==> src/rtl/cla_pkg.sv <==
// Shared constants and configuration helpers for the pipelined carry-lookahead adder.
// Imported by the group cell and the pipelined top.
package cla_pkg;

    localparam int CLA_WIDTH = 32'sd16;
    localparam int CLA_GROUP = 32'sd4;

    localparam logic MODE_ADD = 1'b0;
    localparam logic MODE_SUB = 1'b1;

    // Number of lookahead groups; returns 0 for an illegal WIDTH/GROUP pairing so the top can refuse it.
    function automatic int cla_num_groups(input int width, input int group);
        if ((group > 32'sd0) && (width >= group) && ((width % group) == 32'sd0)) begin
            return width / group;
        end else begin
            return 32'sd0;
        end
    endfunction

endpackage

==> src/rtl/cla_group.sv <==
// GROUP-bit first-level lookahead cell: flat sum-of-products carries, sum, and group generate/propagate.
// Purely combinational.
module cla_group
    import cla_pkg::*;
#(
    parameter int GROUP = CLA_GROUP
) (
    input  logic [GROUP-1:0] a,
    input  logic [GROUP-1:0] b,
    input  logic             ci,
    output logic [GROUP-1:0] s,
    output logic [GROUP-1:0] c,
    output logic             gg,
    output logic             gp
);

    logic [GROUP-1:0] w_g;
    logic [GROUP-1:0] w_p;

    assign w_g = a & b;
    assign w_p = a ^ b;
    assign gp  = &w_p;

    // c[i] is the carry out of bit i, each term expanded directly from g/p/ci.
    always_comb begin
        logic w_term;
        c  = '0;
        gg = 1'b0;
        for (int i = 0; i < GROUP; i++) begin
            w_term = ci;
            for (int k = 0; k <= i; k++) begin
                w_term = w_term & w_p[k];
            end
            c[i] = w_term;
            for (int j = 0; j <= i; j++) begin
                w_term = w_g[j];
                for (int k = j + 1; k <= i; k++) begin
                    w_term = w_term & w_p[k];
                end
                c[i] = c[i] | w_term;
            end
        end
        for (int j = 0; j < GROUP; j++) begin
            w_term = w_g[j];
            for (int k = j + 1; k < GROUP; k++) begin
                w_term = w_term & w_p[k];
            end
            gg = gg | w_term;
        end
    end

    // Sum bits: propagate XOR carry into each bit.
    always_comb begin
        s[0] = w_p[0] ^ ci;
        for (int i = 1; i < GROUP; i++) begin
            s[i] = w_p[i] ^ c[i-1];
        end
    end

endmodule

==> src/rtl/pipelined_cla_adder.sv <==
// Two-stage carry-lookahead adder/subtractor with valid/ready on both sides.
// Stage 1 forms group G/P, stage 2 resolves group carries and registers sum and flags.
module pipelined_cla_adder
    import cla_pkg::*;
#(
    parameter int WIDTH = CLA_WIDTH,
    parameter int GROUP = CLA_GROUP
) (
    input  logic             clk,
    input  logic             rst_n,
    input  logic             in_valid,
    output logic             in_ready,
    input  logic [WIDTH-1:0] x,
    input  logic [WIDTH-1:0] y,
    input  logic             cin,
    input  logic             sub,
    output logic             out_valid,
    input  logic             out_ready,
    output logic [WIDTH-1:0] sum,
    output logic             cout,
    output logic             ovf,
    output logic             zero
);

    localparam int NG = cla_num_groups(WIDTH, GROUP);

    if (NG == 0) begin : g_bad_cfg
        $error("pipelined_cla_adder: WIDTH must be a positive multiple of GROUP");
    end

    logic [WIDTH-1:0] w_b;
    logic             w_c0;
    logic [WIDTH-1:0] w_s1_s;
    logic [WIDTH-1:0] w_s1_c;
    logic [NG-1:0]    w_s1_gg;
    logic [NG-1:0]    w_s1_gp;

    logic             r_s1_valid;
    logic [WIDTH-1:0] r_x;
    logic [WIDTH-1:0] r_b;
    logic             r_c0;
    logic [WIDTH-1:0] r_g;
    logic [WIDTH-1:0] r_p;
    logic [NG-1:0]    r_gg;
    logic [NG-1:0]    r_gp;

    logic [NG:0]      w_gc;
    logic [WIDTH-1:0] w_s2_s;
    logic [WIDTH-1:0] w_s2_c;
    logic [NG-1:0]    w_s2_gg;
    logic [NG-1:0]    w_s2_gp;
    logic [WIDTH-1:0] w_cin_bit;
    logic [WIDTH-1:0] w_sum;
    logic             w_cout;
    logic             w_ovf;
    logic             w_zero;

    logic             r_out_valid;
    logic [WIDTH-1:0] r_sum;
    logic             r_cout;
    logic             r_ovf;
    logic             r_zero;

    logic             w_s2_load;
    logic             w_unused;

    assign w_b  = (sub == MODE_SUB) ? ~y : y;
    assign w_c0 = (sub == MODE_SUB) ? 1'b1 : cin;

    assign w_s2_load = !r_out_valid || out_ready;
    assign in_ready  = !r_s1_valid || w_s2_load;

    for (genvar gk = 0; gk < NG; gk++) begin : g_grp
        // Stage 1 cell sees a zero group carry-in; only its G/P are carried forward.
        cla_group #(.GROUP(GROUP)) u_s1 (
            .a  (x[gk*GROUP +: GROUP]),
            .b  (w_b[gk*GROUP +: GROUP]),
            .ci (1'b0),
            .s  (w_s1_s[gk*GROUP +: GROUP]),
            .c  (w_s1_c[gk*GROUP +: GROUP]),
            .gg (w_s1_gg[gk]),
            .gp (w_s1_gp[gk])
        );

        cla_group #(.GROUP(GROUP)) u_s2 (
            .a  (r_x[gk*GROUP +: GROUP]),
            .b  (r_b[gk*GROUP +: GROUP]),
            .ci (w_gc[gk]),
            .s  (w_s2_s[gk*GROUP +: GROUP]),
            .c  (w_s2_c[gk*GROUP +: GROUP]),
            .gg (w_s2_gg[gk]),
            .gp (w_s2_gp[gk])
        );

        assign w_cin_bit[gk*GROUP] = w_gc[gk];
        for (genvar gi = 1; gi < GROUP; gi++) begin : g_bit
            assign w_cin_bit[gk*GROUP+gi] = w_s2_c[gk*GROUP+gi-1];
        end
    end

    // Second-level lookahead: every group carry is a flat OR of G/P products, no chain.
    always_comb begin
        logic w_term;
        w_gc    = '0;
        w_gc[0] = r_c0;
        for (int k = 0; k < NG; k++) begin
            w_term = r_c0;
            for (int j = 0; j <= k; j++) begin
                w_term = w_term & r_gp[j];
            end
            w_gc[k+1] = w_term;
            for (int j = 0; j <= k; j++) begin
                w_term = r_gg[j];
                for (int m = j + 1; m <= k; m++) begin
                    w_term = w_term & r_gp[m];
                end
                w_gc[k+1] = w_gc[k+1] | w_term;
            end
        end
    end

    assign w_sum  = r_p ^ w_cin_bit;
    assign w_cout = w_gc[NG];
    assign w_ovf  = w_cin_bit[WIDTH-1] ^ w_cout;
    assign w_zero = ~|w_sum;

    assign w_unused = ^{r_g, w_s1_s, w_s1_c, w_s2_s, w_s2_c, w_s2_gg, w_s2_gp};

    // Stage 1 register: fills whenever it is empty or its contents move on.
    always_ff @(posedge clk or negedge rst_n) begin
        if (!rst_n) begin
            r_s1_valid <= 1'b0;
            r_x        <= '0;
            r_b        <= '0;
            r_c0       <= 1'b0;
            r_g        <= '0;
            r_p        <= '0;
            r_gg       <= '0;
            r_gp       <= '0;
        end else if (in_ready) begin
            r_s1_valid <= in_valid;
            if (in_valid) begin
                r_x  <= x;
                r_b  <= w_b;
                r_c0 <= w_c0;
                r_g  <= x & w_b;
                r_p  <= x ^ w_b;
                r_gg <= w_s1_gg;
                r_gp <= w_s1_gp;
            end
        end
    end

    // Output register: results only change on a load carrying a valid beat, so stalls hold them.
    always_ff @(posedge clk or negedge rst_n) begin
        if (!rst_n) begin
            r_out_valid <= 1'b0;
            r_sum       <= '0;
            r_cout      <= 1'b0;
            r_ovf       <= 1'b0;
            r_zero      <= 1'b0;
        end else if (w_s2_load) begin
            r_out_valid <= r_s1_valid;
            if (r_s1_valid) begin
                r_sum  <= w_sum;
                r_cout <= w_cout;
                r_ovf  <= w_ovf;
                r_zero <= w_zero;
            end
        end
    end

    assign out_valid = r_out_valid;
    assign sum       = r_sum;
    assign cout      = r_cout;
    assign ovf       = r_ovf;
    assign zero      = r_zero;

endmodule

==> config.mk <==
export PLATFORM = sky130hd
export DESIGN_NAME = pipelined_cla_adder
export DESIGN_NICKNAME = d
export VERILOG_FILES = /design/src/rtl/cla_pkg.sv /design/src/rtl/cla_group.sv /design/src/rtl/pipelined_cla_adder.sv
export SDC_FILE = /design/constraint.sdc
export NUM_CORES = 1
export LEC_CHECK = 0
export CORE_MARGIN = 4
export CORE_UTILIZATION = 61
export CTS_CLUSTER_SIZE = 16
export DETAILED_ROUTE_END_ITERATION = 8
export HOLD_SLACK_MARGIN = 0.03
export PLACE_DENSITY = 0.94
export SYNTH_ARGS = -nofsm -noshare
export SYNTH_HDL_FRONTEND = slang
export SYNTH_HIERARCHICAL = 1
export SYNTH_SLANG_ARGS = --single-unit
==> constraint.sdc <==
create_clock -name clk -period 3.5 [get_ports clk]
set_input_delay 0.35 -clock clk [delete_from_list [all_inputs] [get_ports clk]]
set_output_delay 0.35 -clock clk [all_outputs]
set_load 0.02 [all_outputs]
# Word level (Yosys, flattened, before mapping)
# Cells that the tools add are included.
[op_classes] n_reduce_logical=12 n_bitwise=124 muxes=2
[op_table] operator="1-bit bitwise AND" n=58
[op_table] operator="1-bit bitwise OR" n=46
[op_table] operator="16-bit bitwise XOR" n=2
[op_table] operator="4-bit bitwise AND" n=4
[op_table] operator="16-bit 2-to-1 mux" n=1
[op_table] operator="16-bit NOT" n=1
[op_table] operator="4-bit AND reduction" n=4
[op_table] operator="16-bit OR reduction" n=1
[op_table] operator="4-bit bitwise XOR" n=4
[op_table] operator="3-bit bitwise AND" n=4
[op_table] operator="3-bit bitwise XOR" n=4
[op_table] operator="2-bit AND reduction" n=2
[op_table] operator="1-bit zero test" n=3
[op_table] operator="1-bit logical OR" n=2
[op_table] operator="1-bit 2-to-1 mux" n=1
[op_table] operator="1-bit bitwise XOR" n=1
[totals] input_bits=38 output_inout_bits=21 reg_bits=76

# Logic depth before layout (Yosys ltp)
# Gate-level depths: netlist of the first run.
[depth] word_depth=15 mapped_depth=10 ltp_nobuf=10

# Hierarchy
# The synthesis of the first run kept the hierarchy.
[by_module_without_submodules] module="pipelined_cla_adder" area_per_inst_um2=3359.5 seq_area_each_um2=1951.9 instances=1 cells_each=274
[by_module_without_submodules] module="cla_group" area_per_inst_um2=193.9 seq_area_each_um2=0.0 instances=8 cells_each=25

# Worst setup path after synthesis of the first run
# Ideal clock, no wire load.
[synth_timing] path_kind="reg-to-reg" startpoint="register r_c0" endpoint="register r_zero (netlist: zero)" setup_slack_ns=1.204 synth_period_minus_slack_ns=2.296 stages_incl_launch_ff=10 t_arrival_ns=2.230 required_ns=3.434 cell_sequence="dfrtp_1 a21o_1 a311o_1 ha_1 o211ai_1 nand2_2 xnor2_1 nand4_1 nor3b_1 a41o_1"
[synth_between] word_cells_on_any_way=48 cone_classes="bitwise: 46; reduce/logical: 2"
[synth_lines] element="start, declared" line_no="pipelined_cla_adder.sv:41" text="logic r_c0;"
[synth_lines] element="start signal, assigned" line_no="pipelined_cla_adder.sv:145" text="r_c0 <= w_c0;"
[synth_lines] element="1-bit bitwise AND *" line_no="pipelined_cla_adder.sv:109" text="w_term = w_term & r_gp[j];"
[synth_lines] element="1-bit bitwise OR *" line_no="pipelined_cla_adder.sv:117" text="w_gc[k+1] = w_gc[k+1] | w_term;"
[synth_lines] element="net w_cin_bit[4]" line_no="pipelined_cla_adder.sv:52" text="logic [WIDTH-1:0] w_cin_bit;"
[synth_lines] element="1-bit bitwise AND (3 in a row)" line_no="cla_group.sv:32" text="w_term = w_term & w_p[k];"
[synth_lines] element="1-bit bitwise OR (3 in a row)" line_no="cla_group.sv:40" text="c[i] = c[i] | w_term;"
[synth_lines] element="16-bit bitwise XOR *" line_no="pipelined_cla_adder.sv:122" text="assign w_sum = r_p ^ w_cin_bit;"
[synth_lines] element="16-bit OR reduction *" line_no="pipelined_cla_adder.sv:125" text="assign w_zero = ~|w_sum;"
[synth_lines] element="1-bit zero test *" line_no="pipelined_cla_adder.sv:125"
[synth_lines] element="end signal, assigned" line_no="pipelined_cla_adder.sv:168" text="r_zero <= w_zero;"
[synth_lines] element="end, declared" line_no="pipelined_cla_adder.sv:62" text="logic r_zero;"
# The timed path passes the listed nets; every way through them passes the cells marked *.
# A chain may end at the register's enable or synchronous reset.

# Final worst setup path of the first run
# Same ends and word-level chain as after synthesis.

==> flow_summary.toml, run 1 <==
[worst_setup_path]
required_ns = 3.78
cp_max_fo = 6
crit_path_category = "flip-flop to flip-flop"
worst_ep_arrival_time_ns = 2.84
r2r-start = "r_c0"
crit_path_start = "r_c0"
end_kind = "flip-flop"
setup.worst_path.start_class = "flip-flop"

[routing]
routedWlPerCell_um = 16.1
drc_errors = 0
wl_mm = 7.87
detailedRoute.firstIterationViolations = 81
antenna_violating_nets_post_route = 0
post_drt_via_cell_ratio = 5.56
detail_route.first_pass.iterations = 4
detailroute.via_count = 2713

[clock_network]
post_cts_resize_count = 0
clock_sink_count = 70
clk_latency_ns = 0.34
cts-htree-levels = 3
tritoncts_buffers = 9
cts.hold.buffers_added = 0
tritoncts = "built"
worst_setup_hold_path_clk_slew_ns = 0.07
clockRootBuffer = "clkbuf_8"
ctsLongestPathBuffers = 2
cts_setup_buffers = 0

[synth]
synth_nets = 423
syn-instance-count = 349
postSynthAreaPerCell_um2 = 11.0
synthesis.area_um2 = 3840
yosysWarnings = 6

[placed_design]
routability_congestion_estimate_from_global_placement = 0.787
post-dp-hpwl_mm = 5.98
placed_area_um2 = 4500
placement.io_buffers = 58

[final_layout]
antenna-diode-count = 0
syn_to_final_growth_pct = 21.3
post_route_cells_drive_above_1_share_pct = 15.0
final_net_count = 484
post-route-cell-area_um2 = 4660
total_of_fill_cells_in_the_finished_design = 374

[job]
cap_violations = 0

[run_status]
outcome = "completed"

[timing]
unrepaired_setup_endpoints_after_global_routing = "no"
fin_tns_setup_ns = 0
report.final.slew_viol_count = 0
final_setup_violating_endpoints = 0
fmaxAchievable_mhz = 391
layout_min_cycle_time_ns = 2.55
max_slew_margin_pct = 28.6
worst_slew_pin_slew_ns = 1.07
clock-skew-final_ns = 0.00780
period_share_pct = 73.0
hold_violations = 0

[power]
cellPowerDensity_nw_per_um2 = 580
ir_worst_vdd_uv = 406
p_leak_nw = 2.10

[floorplan]
placement_rows = 28
start_util_pct = 63.7
io_pins = 59
floorplan.core_area_um2 = 6030
die_area_um2 = 7630
die_width_um = 87.4
die_h_um = 87.4

[global_route]
global_route_wire_length_before_repair_mm = 13.4
grt-ovfl-total = 0
pin_count_of_the_biggest_net_entering_global_routing = 50
groute.usage.overall_pct = 22.8
number_of_antenna_violations_at_the_first_check_in_global_routing = 0
number_of_global_route_vias_before_repair = 2900

[hold_path]
hold_path.class = "primary input to async pin"
## cell usage in the layout (no fill, tap or decap), types with 10 or more instances in the layout
| cell type | instances |
|---|---|
| clkdlybuf4s50_1 | 57 |
| nand2_1 | 39 |
| mux2_2 | 33 |
| o21ai_0 | 34 |
| clkbuf_8 | 10 |
| xnor2_1 | 30 |
| inv_1 | 18 |
| dfrtp_1 | 70 |
| xor2_1 | 18 |
| ha_1 | 32 |
| a21oi_1 | 15 |
## power breakdown
part | switching, W | internal (W) | total, W
clock | 0.000278 | 0.000267 | 0.000544
combinational | 0.000535 | 0.000492 | 0.00103
sequential | 0.000129 | 0.00100 | 0.00113
total | 0.000942 | 0.00176 | 0.00270
## worst max-delay path, cell delays in order, from the launching register on
cell and delay (ns):
dfrtp_1 0.44, a21o_1 0.27, a311o_1 0.47, ha_1 0.25, o211ai_1 0.18, nand2_2 0.10
xnor2_1 0.25, nand4_1 0.14, nor3b_1 0.21, a41o_1 0.18
## registers in the layout, indices dropped and copies added (netlist names), 4 cells and up
register	flops
r_p	16
sum	16
r_b	12
r_x	12
r_gg	4
r_gp	4
## per-layer routing
layer	up-vias	share of wire [%]	wire (µm)	track usage [%]
met1	1318	42	3330	28.6
met4	0	2.2	176	9.90
met5	-	0	0	0
li1	1308	-	-	-
met3	16	4.5	352	3.60
met2	71	51	4010	38.8
## through the flow
step / hold slack [ns] / setup WS [ns] / power (W) / instances / util (%)
final: 0.206 / 0.945 / 0.00270 / 488 / 77.3
after global routing: 0.295 / 0.788 / 0.00288 / 488 / 77.3
after CTS: 0.233 / 0.946 / 0.00272 / 488 / 77.3
after detailed placement: 0.470 / 0.968 / 0.00217 / 474 / 74.7
after global placement: 0.462 / 1.13 / 0.00212 / 474 / 74.7
after floorplan: 0.0544 / 1.24 / 0.00174 / 349 / -
## final timing paths
path	end	slack, ns	cells after the start
setup / recovery	zero	0.95	9
hold / removal	r_p[10]	0.21	1
setup reg to reg	zero	0.95	9
hold reg to reg	sum[3]	0.48	2
max in group asynchronous	r_b[1]	2.52	2
min in group clk	sum[3]	0.48	2
## cell type report
class	instances	area, µm²	share of cell area [%]
tap	75	93.8	2.01
inverter	18	67.6	1.45
clock buffer	12	145	3.12
multi-input combinational	247	1960	42.0
timing repair buffer	64	633	13.6
clock inverter	2	10.0	0.215
sequential	70	1750	37.6
(Power assumes the default switching activity.)
==> run 2: changes to the inputs <==
CORE_UTILIZATION = 51   (was 61)
PLACE_DENSITY = 0.85   (was 0.94)
clock period = 2.3 ns   (was 3.5 ns; I/O delays follow)
==> run 2 against run 1 <==
- cell area is 6.3% higher
- global-route usage is 2.8 points lower
- die area is 18% higher
- via count is 2.0% higher
- clock skew is 0.0038 ns higher
- critical path depth stayed put
- first-iteration DRC count is 12% higher
- non-clock buffer count is 15 higher
- core utilization is 9.4 points lower
- worst setup slack worse by 0.87 ns
==> flow_summary.toml, run 2 (synthesis results as in run 1) <==
[run_status]
outcome = "completed"

[worst_setup_path]
r2r-start = "r_gg[1]"
crit_path_category = "flip-flop to flip-flop"
setup.worst_path.start_class = "flip-flop"
end_kind = "flip-flop"
critical_path_s_largest_stage_delay_ns = 0.39
required_ns = 2.59
cp_max_fo = 2
cp_cell_sequence = "and2_2, a311o_1, ha_2, o211ai_1, nand2_2, xnor2_2, nand4_1, nor3b_2, a41o_1"
timing.critical_path.slowest_stage_cell = "dfrtp_1"
crit_path_start = "r_gg[1]"
worst_ep_arrival_time_ns = 2.51

[routing]
post_drt_via_cell_ratio = 5.23
detailroute.via_count = 2768
detail_route.first_pass.iterations = 4
routedWlPerCell_um = 15.7
drc_errors = 0
detailedRoute.firstIterationViolations = 91
antenna_violating_nets_post_route = 0
wl_mm = 8.32

[final_layout]
post_route_cells_drive_above_1_share_pct = 20.0
syn_to_final_growth_pct = 29.0
layout_commonest_cell = "dfrtp_1"
antenna-diode-count = 0
finish.cell_count_without_fillers = 529
total_of_fill_cells_in_the_finished_design = 555
leading_cell_types_in_the_layout_fill_and_taps_excluded = "dfrtp_1 (70), clkdlybuf4s50_1 (57), nand2_1 (39), o21ai_0 (34), mux2_2 (33)"
final_net_count = 499

[global_route]
global_route_wire_length_before_repair_mm = 13.7
grt-ovfl-total = 0
number_of_global_route_vias_before_repair = 2948
number_of_antenna_violations_at_the_first_check_in_global_routing = 0
groute.usage.overall_pct = 20.0
pin_count_of_the_biggest_net_entering_global_routing = 67

[timing]
layout_min_cycle_time_ns = 2.22
fin_tns_setup_ns = 0
final_setup_violating_endpoints = 0
clock-skew-final_ns = 0.0116
report.final.slew_viol_count = 0
max_slew_margin_pct = 58.1
worst_slew_pin_slew_ns = 0.629
post-route-worst-setup-slack_ns = 0.0778
hold_violations = 0
fmaxAchievable_mhz = 450
period_share_pct = 96.6

[power]
p_leak_nw = 2.24
cellPowerDensity_nw_per_um2 = 931
ir_worst_vdd_uv = 442
fin_total_pwr_w = 0.00461

[floorplan]
floorplan.core_area_um2 = 7290
start_util_pct = 52.7
die_width_um = 94.8
die_h_um = 94.8
placement_rows = 31
die_area_um2 = 8980
io_pins = 59

[clock_network]
clockRootBuffer = "clkbuf_8"
clk_latency_ns = 0.35
worst_setup_hold_path_clk_slew_ns = 0.08
ctsLongestPathBuffers = 2
tritoncts = "built"
cts-htree-levels = 3
clock_sink_count = 70
tritoncts_buffers = 9

[placed_design]
preCtsSetupSlack_ns = 0.0282
routability_congestion_estimate_from_global_placement = 0.780
place_inst = 509
post-dp-hpwl_mm = 5.94
placement.io_buffers = 58

[job]
cap_violations = 0

[hold_path]
hold_path.class = "primary input to async pin"
run 2: cell count changes in the layout (fill, tap and decap cells not counted), moves of 2 or more:
cell	delta
buf_12	+2
xnor2_1	-3
bufinv_16	+3
clkbuf_1	-2
buf_4	+12
xnor2_2	+3
run 2: cell type report:
cell class	count	area, µm²	area share, %
sequential	70	1750	35.4
inverter	18	67.6	1.36
timing repair buffer	79	773	15.6
clock inverter	6	109	2.20
tap	99	124	2.50
clock buffer	10	138	2.78
multi-input combinational	247	1990	40.2
run 2: per-layer routing:
metal,routed length (µm),up-vias,track usage [%]
met5,0,-,0
met4,213,0,6.73
met3,357,21,5.50
met2,4420,64,36.3
met1,3330,1338,22.4
li1,-,1345,-
run 2: worst paths after layout:
kind / slack (ns) / to / depth (start not counted)
max: 0.08 / zero / 9
min: 0.44 / sum[6] / 2
max reg2reg: 0.08 / zero / 9
min reg2reg: 0.49 / sum[2] / 2
max in group asynchronous: 1.20 / r_p[2] / 3
min in group clk: 0.49 / sum[2] / 2
run 2: through the flow:
stage               utilization (%)  hold slack [ns]  cell area, µm²
global route                   67.9            0.508            4950
global placement               63.6            0.268            4640
floorplan                         -          -0.0656            3840
CTS                            67.3            0.444            4900
detailed placement             63.6            0.277            4640
finish                         67.9            0.439            4950
run 2: report_power, final:
part           internal, W  switching [W]
clock network     0.000748       0.000467
logic             0.000826       0.000854
registers          0.00153       0.000193
run 2: critical path, delay by kind of cell, from the launching register on:
kind	cells	cell delay, ns
flops	1	0.39
xor+xnor	1	0.19
simple gates	4	0.65
compound gates	3	0.74
fa+ha+maj	1	0.20
run 2: repair_timing:
action                                 in CTS  in global routing
setup endpoints to repair                   1                  1
pin swaps                                   0                  7
cloned                                      0                  0
gates resized for setup                     1                  5
endpoints found under the hold margin      26                  0
hold buffers                                1                  0
setup buffers                               0                  3
==> run 3: changes to the inputs <==
CAP_MARGIN = 0   (was not set)
SLEW_MARGIN = 25   (was not set)
==> results of run 3 <==
Same layout as run 2: the final DEF is identical, and so are final timing and power.
